$ cat config.mk
export PLATFORM = sky130hd
export DESIGN_NAME = lsu_ctrl
export DESIGN_NICKNAME = d
export VERILOG_FILES = /design/src/rtl/lsu_ctrl.sv
export SDC_FILE = /design/constraint.sdc
export NUM_CORES = 1
export LEC_CHECK = 0
export BUFFER_PORTS_ARGS = -buffer_cell sky130_fd_sc_hd__buf_2
export CAP_MARGIN = 10
export CORE_MARGIN = 8
export CORE_UTILIZATION = 38
export DETAILED_ROUTE_END_ITERATION = 6
export PLACE_DENSITY_LB_ADDON = 0.12
export SLEW_MARGIN = 10
export SYNTH_ARGS = -nofsm -noshare
export SYNTH_HDL_FRONTEND = slang
export SYNTH_SLANG_ARGS = --single-unit
$ cat constraint.sdc
create_clock -name vclk -period 3.45
set_input_delay 0.69 -clock vclk [all_inputs]
set_output_delay 0.69 -clock vclk [all_outputs]
set_load 0.005 [all_outputs]
$ cat src/rtl/lsu_ctrl.sv
// Load/store unit between the MEM stage and a 64 KiB byte-addressed data memory.
// Define LSU_MISALIGN_EN to split word-crossing accesses into two back-to-back cycles.
module lsu_ctrl (
    input  logic        i_clk,
    input  logic        i_reset,
    input  logic        i_req,
    input  logic        i_we,
    input  logic [2:0]  i_funct3,
    input  logic [31:0] i_addr,
    input  logic [31:0] i_wdata,
    output logic        o_busy,
    output logic        o_done,
    output logic        o_fault,
    output logic [31:0] o_rdata,
    output logic [15:0] o_dmem_addr,
    output logic [31:0] o_dmem_data,
    output logic [3:0]  o_dmem_wren,
    input  logic [31:0] i_dmem_q
);

    logic [1:0] k;
    logic [4:0] sh_lo;
    logic [3:0] size_mask;
    logic [3:0] wren_lo;
    logic       legal;
    logic       fault;

    assign k       = i_addr[1:0];
    assign sh_lo   = {k, 3'b000};
    assign wren_lo = size_mask << k;

    always_comb begin
        case (i_funct3)
            3'b000, 3'b001, 3'b010: legal = 1'b1;
            3'b100, 3'b101:         legal = ~i_we;
            default:                legal = 1'b0;
        endcase
    end

    always_comb begin
        case (i_funct3[1:0])
            2'b00:   size_mask = 4'b0001;
            2'b01:   size_mask = 4'b0011;
            default: size_mask = 4'b1111;
        endcase
    end

    function automatic logic [31:0] extend(input logic [31:0] raw, input logic [2:0] f3);
        logic [31:0] r;
        case (f3)
            3'b000:  r = {{24{raw[7]}}, raw[7:0]};
            3'b001:  r = {{16{raw[15]}}, raw[15:0]};
            3'b100:  r = {24'h0, raw[7:0]};
            3'b101:  r = {16'h0, raw[15:0]};
            default: r = raw;
        endcase
        return r;
    endfunction

`ifdef LSU_MISALIGN_EN
    typedef enum logic {IDLE, SECOND} state_t;

    state_t      state_q, state_d;
    logic [31:0] hold_q, hold_d;
    logic        crossing;
    logic [1:0]  nk;
    logic [1:0]  over;
    logic [4:0]  sh_hi;
    logic [3:0]  wren_hi;

    assign crossing = ((i_funct3[1:0] == 2'b01) && (k == 2'd3)) ||
                      ((i_funct3[1:0] == 2'b10) && (k != 2'd0));
    assign fault    = (i_addr[31:16] != 16'h0) || !legal ||
                      (crossing && (i_addr[15:2] == 14'h3FFF));
    // bytes spilling into the upper word: k+s-4, which is 1 for a halfword and k for a word
    assign over     = (i_funct3[1:0] == 2'b01) ? 2'd1 : k;
    assign wren_hi  = ~(4'b1111 << over);
    assign nk       = 2'd0 - k;
    assign sh_hi    = {nk, 3'b000};

    always_ff @(posedge i_clk or negedge i_reset) begin
        if (!i_reset) begin
            state_q <= IDLE;
            hold_q  <= '0;
        end else begin
            state_q <= state_d;
            hold_q  <= hold_d;
        end
    end
`else
    logic natural;
    logic unused_clk;

    assign unused_clk = i_clk;
    assign natural    = (k & size_mask[2:1]) == 2'b00;
    assign fault      = (i_addr[31:16] != 16'h0) || !legal || !natural;
`endif

    always_comb begin
        o_busy      = 1'b0;
        o_done      = 1'b0;
        o_fault     = 1'b0;
        o_rdata     = '0;
        o_dmem_addr = '0;
        o_dmem_data = '0;
        o_dmem_wren = '0;
`ifdef LSU_MISALIGN_EN
        state_d     = state_q;
        hold_d      = hold_q;
`endif
        // outputs are combinational, so hold them at reset values while reset is low
        if (i_reset) begin
`ifdef LSU_MISALIGN_EN
            if (state_q == SECOND) begin
                state_d = IDLE;
                if (i_req) begin
                    o_done      = 1'b1;
                    o_dmem_addr = {i_addr[15:2] + 14'd1, 2'b00};
                    if (i_we) begin
                        o_dmem_wren = wren_hi;
                        o_dmem_data = i_wdata >> sh_hi;
                    end else begin
                        o_rdata = extend(hold_q | (i_dmem_q << sh_hi), i_funct3);
                    end
                end
            end else
`endif
            if (i_req) begin
                o_dmem_addr = {i_addr[15:2], 2'b00};
                if (fault) begin
                    o_done  = 1'b1;
                    o_fault = 1'b1;
                end
`ifdef LSU_MISALIGN_EN
                else if (crossing) begin
                    o_busy  = 1'b1;
                    state_d = SECOND;
                    if (i_we) begin
                        o_dmem_wren = wren_lo;
                        o_dmem_data = i_wdata << sh_lo;
                    end else begin
                        hold_d = i_dmem_q >> sh_lo;
                    end
                end
`endif
                else begin
                    o_done = 1'b1;
                    if (i_we) begin
                        o_dmem_wren = wren_lo;
                        o_dmem_data = i_wdata << sh_lo;
                    end else begin
                        o_rdata = extend(i_dmem_q >> sh_lo, i_funct3);
                    end
                end
            end
        end
    end

endmodule

# Yosys cells after proc, flatten, opt, wreduce, memory -nomap -nowiden
# Index checks and enable logic that the tools add are counted.
[word_totals]
word_cells = 42
output_inout_bits = 87
in_bits = 103
register_bits = 0
[classes]
bitwise = 2
n_mux = 22
eq_ne = 5
shifts = 3
n_reduce_logical = 10
[op_table]
columns = ["operator", "n"]
rows = [
  ["32-bit 2-to-1 mux", 8],
  ["32-bit one-hot mux with 4 select lines", 1],
  ["16-bit 2-to-1 mux", 2],
  ["32-bit by 5-bit left shift with 32-bit output", 1],
  ["32-bit by 5-bit right shift with 32-bit output", 1],
  ["4-bit 2-to-1 mux", 4],
  ["16-bit nonzero test", 1],
  ["4-bit one-hot mux with 2 select lines", 1],
  ["3-bit == test, second input constant", 2],
  ["1-bit 2-to-1 mux", 5],
  ["2-bit logical NOT", 2],
  ["4-bit by 2-bit left shift with 4-bit output", 1],
  ["3-bit by 1-bit == test with 1-bit output, second input constant", 1],
  ["3-bit by 2-bit == test with 1-bit output, second input constant", 1],
  ["3-bit logical NOT", 1],
  ["3-bit OR reduction", 1],
  ["2-bit bitwise AND", 1],
  ["2-bit by 1-bit == test with 1-bit output, second input constant", 1],
  ["1-bit logical NOT", 2],
  ["1-bit logical OR", 2],
  ["1-bit one-hot mux with 2 select lines", 1],
  ["2-bit OR reduction", 1],
  ["1-bit inverter", 1],
]

# Logic depth before layout (Yosys ltp)
# Gate-level depths: netlist (run 1).
[logic_depth]
ltp_word = 9
mapped_depth = 7
depth_no_buf = 4

# Least setup slack after synthesis (run 1)
# No wires, ideal clock.
[synth_timing]
path_type = "input -> output"
start = "input i_addr[1]"
end = "output o_rdata[10]"
path_buffers = 3
path_stages = 7
slack_ns = 0.494
arrival_time_ns = 2.266
required_ns = 2.760
cell_sequence = "buf_6 > o41ai_2 > nand4_1 > or4_1 > buf_2 > buf_6 > a211oi_1"
[synth_between]
elab_chain_len = 7
[synth_lines]
columns = ["element", "line_no", "rtl"]
rows = [
  ["start: declaration", "9", "input logic [31:0] i_addr,"],
  ["parallel branches: the longest is 4 deep, another holds 32-bit by 5-bit right shift with 32-bit output", "--", ""],
  ["32-bit 2-to-1 mux (*)", "130", "if (fault) begin"],
  ["32-bit 2-to-1 mux (*)", "128", "if (i_req) begin"],
  ["32-bit 2-to-1 mux (*)", "112", "if (i_reset) begin"],
  ["end: declaration", "14", "output logic [31:0] o_rdata,"],
]
# Every way passes the cells marked *.

# Final worst setup path (run 1)
[layout_timing]
start = "input i_addr[18]"
end = "output o_rdata[17]"
[layout_between]
elab_chain_len = 6
[layout_lines]
columns = ["element", "line_no", "rtl"]
rows = [
  ["16-bit nonzero test", "96", "assign fault = (i_addr[31:16] != 16'h0) || !legal || !natural;"],
  ["1-bit logical OR (2 in series)", "96", ""],
  ["32-bit 2-to-1 mux", "130", ""],
  ["32-bit 2-to-1 mux", "128", ""],
  ["32-bit 2-to-1 mux", "112", ""],
]
# Every way passes these cells.

==> impl_metrics.env, run 1 <==
export IMPL_seq_area_um2=0
export IMPL_min_path_type="in -> out"
export IMPL_power_frac_clock_pct=0
export IMPL_gr_total_overflow=0
export IMPL_multi_input_area_mm2=0.00166
export IMPL_finalWorstSetupSlack_ns=0.152
export IMPL_pre_cts_slack_ns=0.142
export IMPL_top_layer="met4"
export IMPL_power_switching_w=0.000123
export IMPL_crit_path_top_delay_cell="a2111oi_1"
export IMPL_synth_area_top_cells="a211oi_1 13%, mux2i_1 12%, a2111oi_2 6.5%, nor2b_1 6.4%, mux2_2 6.1%"
export IMPL_core_area_mm2=0.00472
export IMPL_synth_common_cells="32 x a211oi_1, 29 x nor2_1, 23 x mux2i_1, 20 x nand2_1, 19 x nor2b_1"
export IMPL_holdPathStages=4
export IMPL_rows=25
export IMPL_ctsHoldBuffers=0
export IMPL_synth_area_per_cell_um2=7.03
export IMPL_critical_path_class="in -> out"
export IMPL_setup_tns_ns=0
export IMPL_place_inst=491
export IMPL_routabilityCongestion=0.884
export IMPL_wl_met2_um=3790
export IMPL_rsz0062_at_grt="no"
export IMPL_synth_most_common_cell="a211oi_1"
export IMPL_firstDrtPassIters=4
export IMPL_post_cts_buffers=0
export IMPL_synthDistinctLibCells=33
export IMPL_nFlopsAndLatches=0
export IMPL_n_fill_cell=456
export IMPL_die_x_um=85.8
export IMPL_peakVddDrop_mv=0.0533
export IMPL_place_area_mm2=0.00276
export IMPL_slowest_delay_ns=0.41
export IMPL_p_per_area_mw_per_mm2=82.7
export IMPL_p_int_w=0.000105
export IMPL_end_kind="output port"
export IMPL_yosys_area_top_type_share_pct=13.0
export IMPL_drive_gt1_share_pct=55.0
export IMPL_crit_arrival_ns=2.61
export IMPL_wl_met3_um=813
export IMPL_final_cells=491
export IMPL_path_cells="buf_2 > nor4_1 > buf_4 > nand4_1 > or3_1 > buf_4 > a2111oi_1 > buf_2"
export IMPL_netlist_instances=263
export IMPL_power_leakage_nw=1.44
export IMPL_period_share_pct=95.6
export IMPL_hold_end="o_dmem_data[5]"
export IMPL_max_slew_margin_pct=46.9
export IMPL_vias_per_cell=5.26
export IMPL_yosysSeqAreaShare_pct=0
export IMPL_grt_pass1_vias=2437
export IMPL_ios=190
export IMPL_drt_initial_drc_count=126
export IMPL_drc=0
export IMPL_design_area_mm2=0.00276
export IMPL_setup_violations=0
export IMPL_timing_final_hold_violations=0
export IMPL_die_area_mm2=0.00735
export IMPL_wl_met1_um=3390
export IMPL_fin_nets=529
export IMPL_start_util_pct=39.2
export IMPL_crit_fanout=17
export IMPL_syn_cell_area_mm2=0.00185
export IMPL_run_status="completed"
export IMPL_dp_hpwl_um=6680
export IMPL_port_buffers=186
export IMPL_p_comb_share_pct=100.0
export IMPL_total_power_w=0.000228
export IMPL_area_growth_pct=49.2
export IMPL_wire_per_inst_um=16.5
export IMPL_fmax_ghz=0.303
export IMPL_drt_wl_total_um=8100
export IMPL_synth_warnings=0
export IMPL_hp_start="i_wdata[5]"
export IMPL_cap_violations=0
export IMPL_tightest_slew_ns=0.797
export IMPL_routed_via_count=2584
export IMPL_yosys_area_top_type="a211oi_1"
export IMPL_fp_dieH_um=85.8
export IMPL_cp_required_ns=2.76
export IMPL_switching_share_pct=54.0
export IMPL_ant_nets=0
export IMPL_post_cts_resized=0
export IMPL_grt_max_degree=72
export IMPL_maxSlewViolCount=0
export IMPL_grt_usage_pct=19.4
export IMPL_grt_antenna_before_repair=0
export IMPL_fin_crit_ns=3.30
export IMPL_nClkBuffers=0
export IMPL_start_kind="input port"
export IMPL_grt_pass1_wl_um=12100
export IMPL_p_seq_share_pct=0
export IMPL_num_antenna_cells=0
[through the flow]
stage	hold WS [ns]	utilization, %
after floorplan	1.45	-
after global placement	1.68	58.4
after detailed placement	1.69	58.4
after CTS	1.69	58.4
after global routing	1.70	58.4
final	1.68	58.4
[worst max-delay path by stage]
stage,from,to,slack [ns]
3_3_place_gp,i_addr[18],o_dmem_data[31],0.20
3_5_place_dp,i_addr[18],o_rdata[17],0.14
5_1_grt,i_addr[18],o_rdata[17],0.0003
6_report,i_addr[18],o_rdata[17],0.15
2_1_floorplan,i_addr[1],o_rdata[10],0.49
4_1_cts,i_addr[18],o_rdata[17],0.13
[critical path: cells and delay by family]
family	cells	cell delay, ns
simple gates	3	0.83
buf+inv	4	0.68
compound gates	1	0.41
[per-layer routing]
layer / vias up / GRT usage [%]
met1: 1142 / 23.0
met4: 0 / 1.75
met2: 127 / 34.6
met3: 8 / 5.73
met5: - / 0
li1: 1307 / -
[logic make-up (layout without fill, tap and decap cells)]
logic type / count (synthesis) / in the layout / share of synthesized area, %
simple gates: 116 / 116 / 34.8
compound gates: 74 / 74 / 33.3
buf+inv: 37 / 196 / 10.7
mux: 35 / 35 / 21.0
other cells: 1 / 3 / 0.203
[placed cells by master (no fill, tap or decap), types with 10 or more instances in the layout]
cell      Yosys  final
buf_2         8    186
a211oi_1     32     32
nor2_1       29     29
mux2i_1      23     23
nand2_1      20     20
nor2b_1      19     19
and3_1       14     14
nand2b_1     10     10
mux2_2       10     10
a21oi_1      10     10
nor3_2       10     10
[power by group through the flow]
stage,combinational [W],clock (W),sequential [W]
floorplan,0.000135,0,0
global placement,0.000221,0,0
detailed placement,0.000226,0,0
CTS,0.000227,0,0
global route,0.000251,0,0
finish,0.000228,0,0
[area by class of cell]
type	count	share of cell area [%]
Timing Repair Buffer	195	36.6
Inverter	1	0.136
Tap cell	67	3.04
Multi-Input combinational cell	228	60.2
Note: power is estimated with default switching activity, not from simulation.
==> run 2: changes to the inputs <==
CELL_PAD_IN_SITES_DETAIL_PLACEMENT = 1   (was unset)
CELL_PAD_IN_SITES_GLOBAL_PLACEMENT = 2   (was unset)
CORE_UTILIZATION = 17   (was 38)
==> run 2 against run 1 <==
Net effect:
- cell area rose by 4.4%
- routed wire length is 21% higher
- worst setup slack better by 0.097 ns
- cell count is 15% higher
- count of clock-buffer cells in the layout is the same
- sequential share of layout area unchanged
- highest routed layer unchanged
- hold slack better by 0.0013 ns
- critical path depth decreased by 2
- die area is 97% higher
- first-iteration DRC count decreased by 9.5%
- global-route usage down 6.9 points
==> impl_metrics.env, run 2 (synthesized netlist as in run 1, its figures left out) <==
export IMPL_run_status="completed"
export IMPL_vias_per_cell=4.70
export IMPL_peakVddDrop_mv=0.0325
export IMPL_timing_final_hold_violations=0
export IMPL_max_slew_margin_pct=57.7
export IMPL_final_cell_mix="185 x buf_2, 32 x a211oi_1, 28 x nor2_1"
export IMPL_ios=190
export IMPL_finalWorstSetupSlack_ns=0.249
export IMPL_fin_nets=531
export IMPL_rows=38
export IMPL_place_inst=566
export IMPL_die_area_mm2=0.0145
export IMPL_grt_max_degree=47
export IMPL_maxSlewViolCount=0
export IMPL_post_cts_buffers=0
export IMPL_fin_crit_ns=3.20
export IMPL_design_area_mm2=0.00288
export IMPL_critical_path_class="in -> out"
export IMPL_p_seq_share_pct=0
export IMPL_n_fill_cell=1402
export IMPL_post_cts_resized=0
export IMPL_power_switching_w=0.000130
export IMPL_num_antenna_cells=0
export IMPL_ant_nets=0
export IMPL_grt_pass1_vias=2952
export IMPL_final_cells=566
export IMPL_period_share_pct=92.8
export IMPL_grt_antenna_before_repair=0
export IMPL_routabilityCongestion=0.748
export IMPL_ctsHoldBuffers=0
export IMPL_wire_per_inst_um=17.3
export IMPL_area_growth_pct=55.8
export IMPL_drt_initial_drc_count=114
export IMPL_nFlopsAndLatches=0
export IMPL_cp_required_ns=2.76
export IMPL_die_x_um=120
export IMPL_pre_cts_slack_ns=0.0455
export IMPL_cap_violations=0
export IMPL_seq_area_um2=0
export IMPL_tightest_slew_ns=0.634
export IMPL_p_int_w=0.000106
export IMPL_gr_total_overflow=0
export IMPL_crit_arrival_ns=2.51
export IMPL_power_leakage_nw=1.45
export IMPL_drt_wl_total_um=9810
export IMPL_dp_hpwl_um=8130
export IMPL_p_comb_share_pct=100.0
export IMPL_nClkBuffers=0
export IMPL_end_kind="output port"
export IMPL_min_path_type="in -> out"
export IMPL_drc=0
export IMPL_switching_share_pct=55.0
export IMPL_fp_dieH_um=120
export IMPL_start_util_pct=17.2
export IMPL_port_buffers=186
export IMPL_rsz0062_at_grt="no"
export IMPL_crit_fanout=16
export IMPL_layout_commonest_cell="buf_2"
export IMPL_grt_usage_pct=12.5
export IMPL_firstDrtPassIters=4
export IMPL_place_area_mm2=0.00287
export IMPL_grt_pass1_wl_um=15300
export IMPL_routed_via_count=2658
export IMPL_start_kind="input port"
export IMPL_setup_violations=0
export IMPL_power_frac_clock_pct=0
export IMPL_core_area_mm2=0.0107
export IMPL_drive_gt1_share_pct=55.9
export IMPL_p_per_area_mw_per_mm2=82.1
export IMPL_fmax_ghz=0.312
export IMPL_setup_tns_ns=0
run 2: critical path: stages:
cell and delay [ns]:
buf_2 0.09, or4_1 0.56, or4_1 0.53, buf_4 0.22, a211oi_1 0.25, buf_2 0.16
run 2: routing by layer:
| layer | GRT usage, % | wire length (µm) | up-vias |
|---|---|---|---|
| met5 | 0 | 0 | - |
| li1 | - | - | 1309 |
| met2 | 21.9 | 4540 | 104 |
| met1 | 15.8 | 4480 | 1243 |
| met4 | 0.390 | 38 | 0 |
| met3 | 3.36 | 753 | 2 |
run 2: path summary, 6_finish.rpt:
path	cells past startpoint	slack, ns	endpoint	from
setup / recovery	6	0.25	o_rdata[4]	i_addr[17]
hold / removal	4	1.69	o_dmem_data[7]	i_wdata[7]
run 2: layout make-up:
| cell class | count | area [µm²] | area share [%] |
|---|---|---|---|
| Timing Repair Buffer | 197 | 1030 | 35.7 |
| Inverter | 1 | 3.75 | 0.130 |
| Multi-Input combinational cell | 228 | 1670 | 58.1 |
| Tap cell | 140 | 175 | 6.08 |
run 2: metrics by stage:
| stage | hold slack (ns) | util (%) | power, W |
|---|---|---|---|
| floorplan | 1.45 | - | 0.000135 |
| global placement | 1.69 | 26.7 | 0.000234 |
| detailed placement | 1.69 | 26.7 | 0.000237 |
| CTS | 1.69 | 26.7 | 0.000238 |
| global route | 1.70 | 26.8 | 0.000263 |
| finish | 1.69 | 26.8 | 0.000236 |
run 2: power groups by stage:
stage	clock network [W]	logic (W)	registers, W
floorplan	0	0.000135	0
global placement	0	0.000234	0
detailed placement	0	0.000237	0
CTS	0	0.000238	0
global route	0	0.000263	0
finish	0	0.000236	0
==> run 3: changes to the inputs <==
CORE_UTILIZATION = 18   (was 17)
clock period = 4.1 ns   (was 3.45 ns; I/O delays follow)
==> run 3 against run 2 <==
Net effect:
- combinational power down 17%
- first-iteration DRC count up 22%
- core utilization up 0.85 points
- count of clock-buffer cells in the layout unchanged
- hold slack better by 0.26 ns
- cell count down 1.8%
- via count down 3.8%
- non-clock buffer count down 6
- global-route usage up 0.32 points
- sequential share of layout area unchanged
- critical path depth unchanged
- sequential cell count unchanged
- critical endpoint is now o_rdata[2]
- largest power group unchanged
==> impl_metrics.env, run 3 (synthesized netlist as in run 1, its figures left out) <==
export IMPL_run_status="completed"
export IMPL_maxSlewViolCount=0
export IMPL_tightest_slew_ns=0.697
export IMPL_vias_per_cell=4.60
export IMPL_n_fill_cell=1301
export IMPL_dp_hpwl_um=8030
export IMPL_drt_initial_drc_count=139
export IMPL_final_cell_mix="185 x buf_2, 32 x a211oi_1, 29 x nor2_1"
export IMPL_ios=190
export IMPL_rsz0062_at_grt="no"
export IMPL_setup_violations=0
export IMPL_wire_per_inst_um=17.5
export IMPL_drt_wl_total_um=9720
export IMPL_area_growth_pct=51.6
export IMPL_layout_commonest_cell="buf_2"
export IMPL_crit_arrival_ns=2.87
export IMPL_pre_cts_slack_ns=0.393
export IMPL_grt_pass1_vias=2825
export IMPL_grt_antenna_before_repair=0
export IMPL_end_kind="output port"
export IMPL_nFlopsAndLatches=0
export IMPL_fin_crit_ns=3.69
export IMPL_post_cts_buffers=0
export IMPL_core_area_mm2=0.0101
export IMPL_gr_total_overflow=0
export IMPL_holdPathStages=4
export IMPL_ant_nets=0
export IMPL_rows=37
export IMPL_finalWorstSetupSlack_ns=0.414
export IMPL_setup_tns_ns=0
export IMPL_port_buffers=186
export IMPL_num_antenna_cells=0
export IMPL_die_x_um=117
export IMPL_die_area_mm2=0.0138
export IMPL_post_cts_resized=0
export IMPL_ctsHoldBuffers=0
export IMPL_fp_dieH_um=117
export IMPL_fmax_ghz=0.271
export IMPL_nClkBuffers=0
export IMPL_min_path_type="in -> out"
export IMPL_start_kind="input port"
export IMPL_grt_pass1_wl_um=15100
export IMPL_start_util_pct=18.2
export IMPL_routed_via_count=2558
export IMPL_multi_input_area_mm2=0.00166
export IMPL_power_leakage_nw=1.42
export IMPL_peakVddDrop_mv=0.0552
export IMPL_grt_max_degree=53
export IMPL_grt_usage_pct=12.8
export IMPL_p_per_area_mw_per_mm2=69.9
export IMPL_routabilityCongestion=0.725
export IMPL_critical_path_class="in -> out"
export IMPL_crit_fanout=37
export IMPL_seq_area_um2=0
export IMPL_timing_final_hold_violations=0
export IMPL_fin_nets=525
export IMPL_cp_required_ns=3.28
export IMPL_cap_violations=0
export IMPL_period_share_pct=89.9
export IMPL_holdWs_ns=1.95
export IMPL_drive_gt1_share_pct=54.5
export IMPL_drc=0
export IMPL_max_slew_margin_pct=53.5
export IMPL_firstDrtPassIters=4
==> run 3: cell types whose count changed in the layout (fill, tap and decap cells not counted), sizes merged <==
| cell | delta |
|---|---|
| buf | -6 |
==> run 3: power breakdown <==
group / total [W] / switching, W / internal (W) / leakage [nW]
clock: 0 / 0 / 0 / 0
sequential: 0 / 0 / 0 / 0
combinational: 0.000196 / 0.000109 / 0.0000875 / 1.42
total: 0.000196 / 0.000109 / 0.0000875 / 1.42
==> run 3: layout make-up <==
class	count	area share, %
repair buffers	191	34.6
inverters	1	0.134
multi-input cells	228	59.2
well taps	136	6.07
==> run 3: path summary, 6_finish.rpt <==
| kind | to | start | slack [ns] |
|---|---|---|---|
| min | o_dmem_data[3] | i_wdata[3] | 1.95 |
| max | o_rdata[2] | i_addr[0] | 0.41 |
==> run 3: worst max-delay path, cell delays in order <==
cell and delay, ns:
buf_4 0.24, o41ai_2 0.24, nand4_1 0.15, or4_1 0.88
a211oi_1 0.36, buf_2 0.17
==> run 3: through the flow <==
step           power, W  utilization, %  cells  instance area, µm²
6_report       0.000196            27.7    556                2800
5_1_grt        0.000218            27.7    556                2800
4_1_cts        0.000198            27.7    556                2800
3_5_place_dp   0.000197            27.7    556                2800
3_3_place_gp   0.000194            27.7    556                2800
2_1_floorplan  0.000113               -    265                1860
==> run 3: layer usage <==
metal	track usage [%]	part of all wire, %
met5	0	0
met4	0	0
met3	3.50	7.3
met2	21.6	45
met1	16.9	48
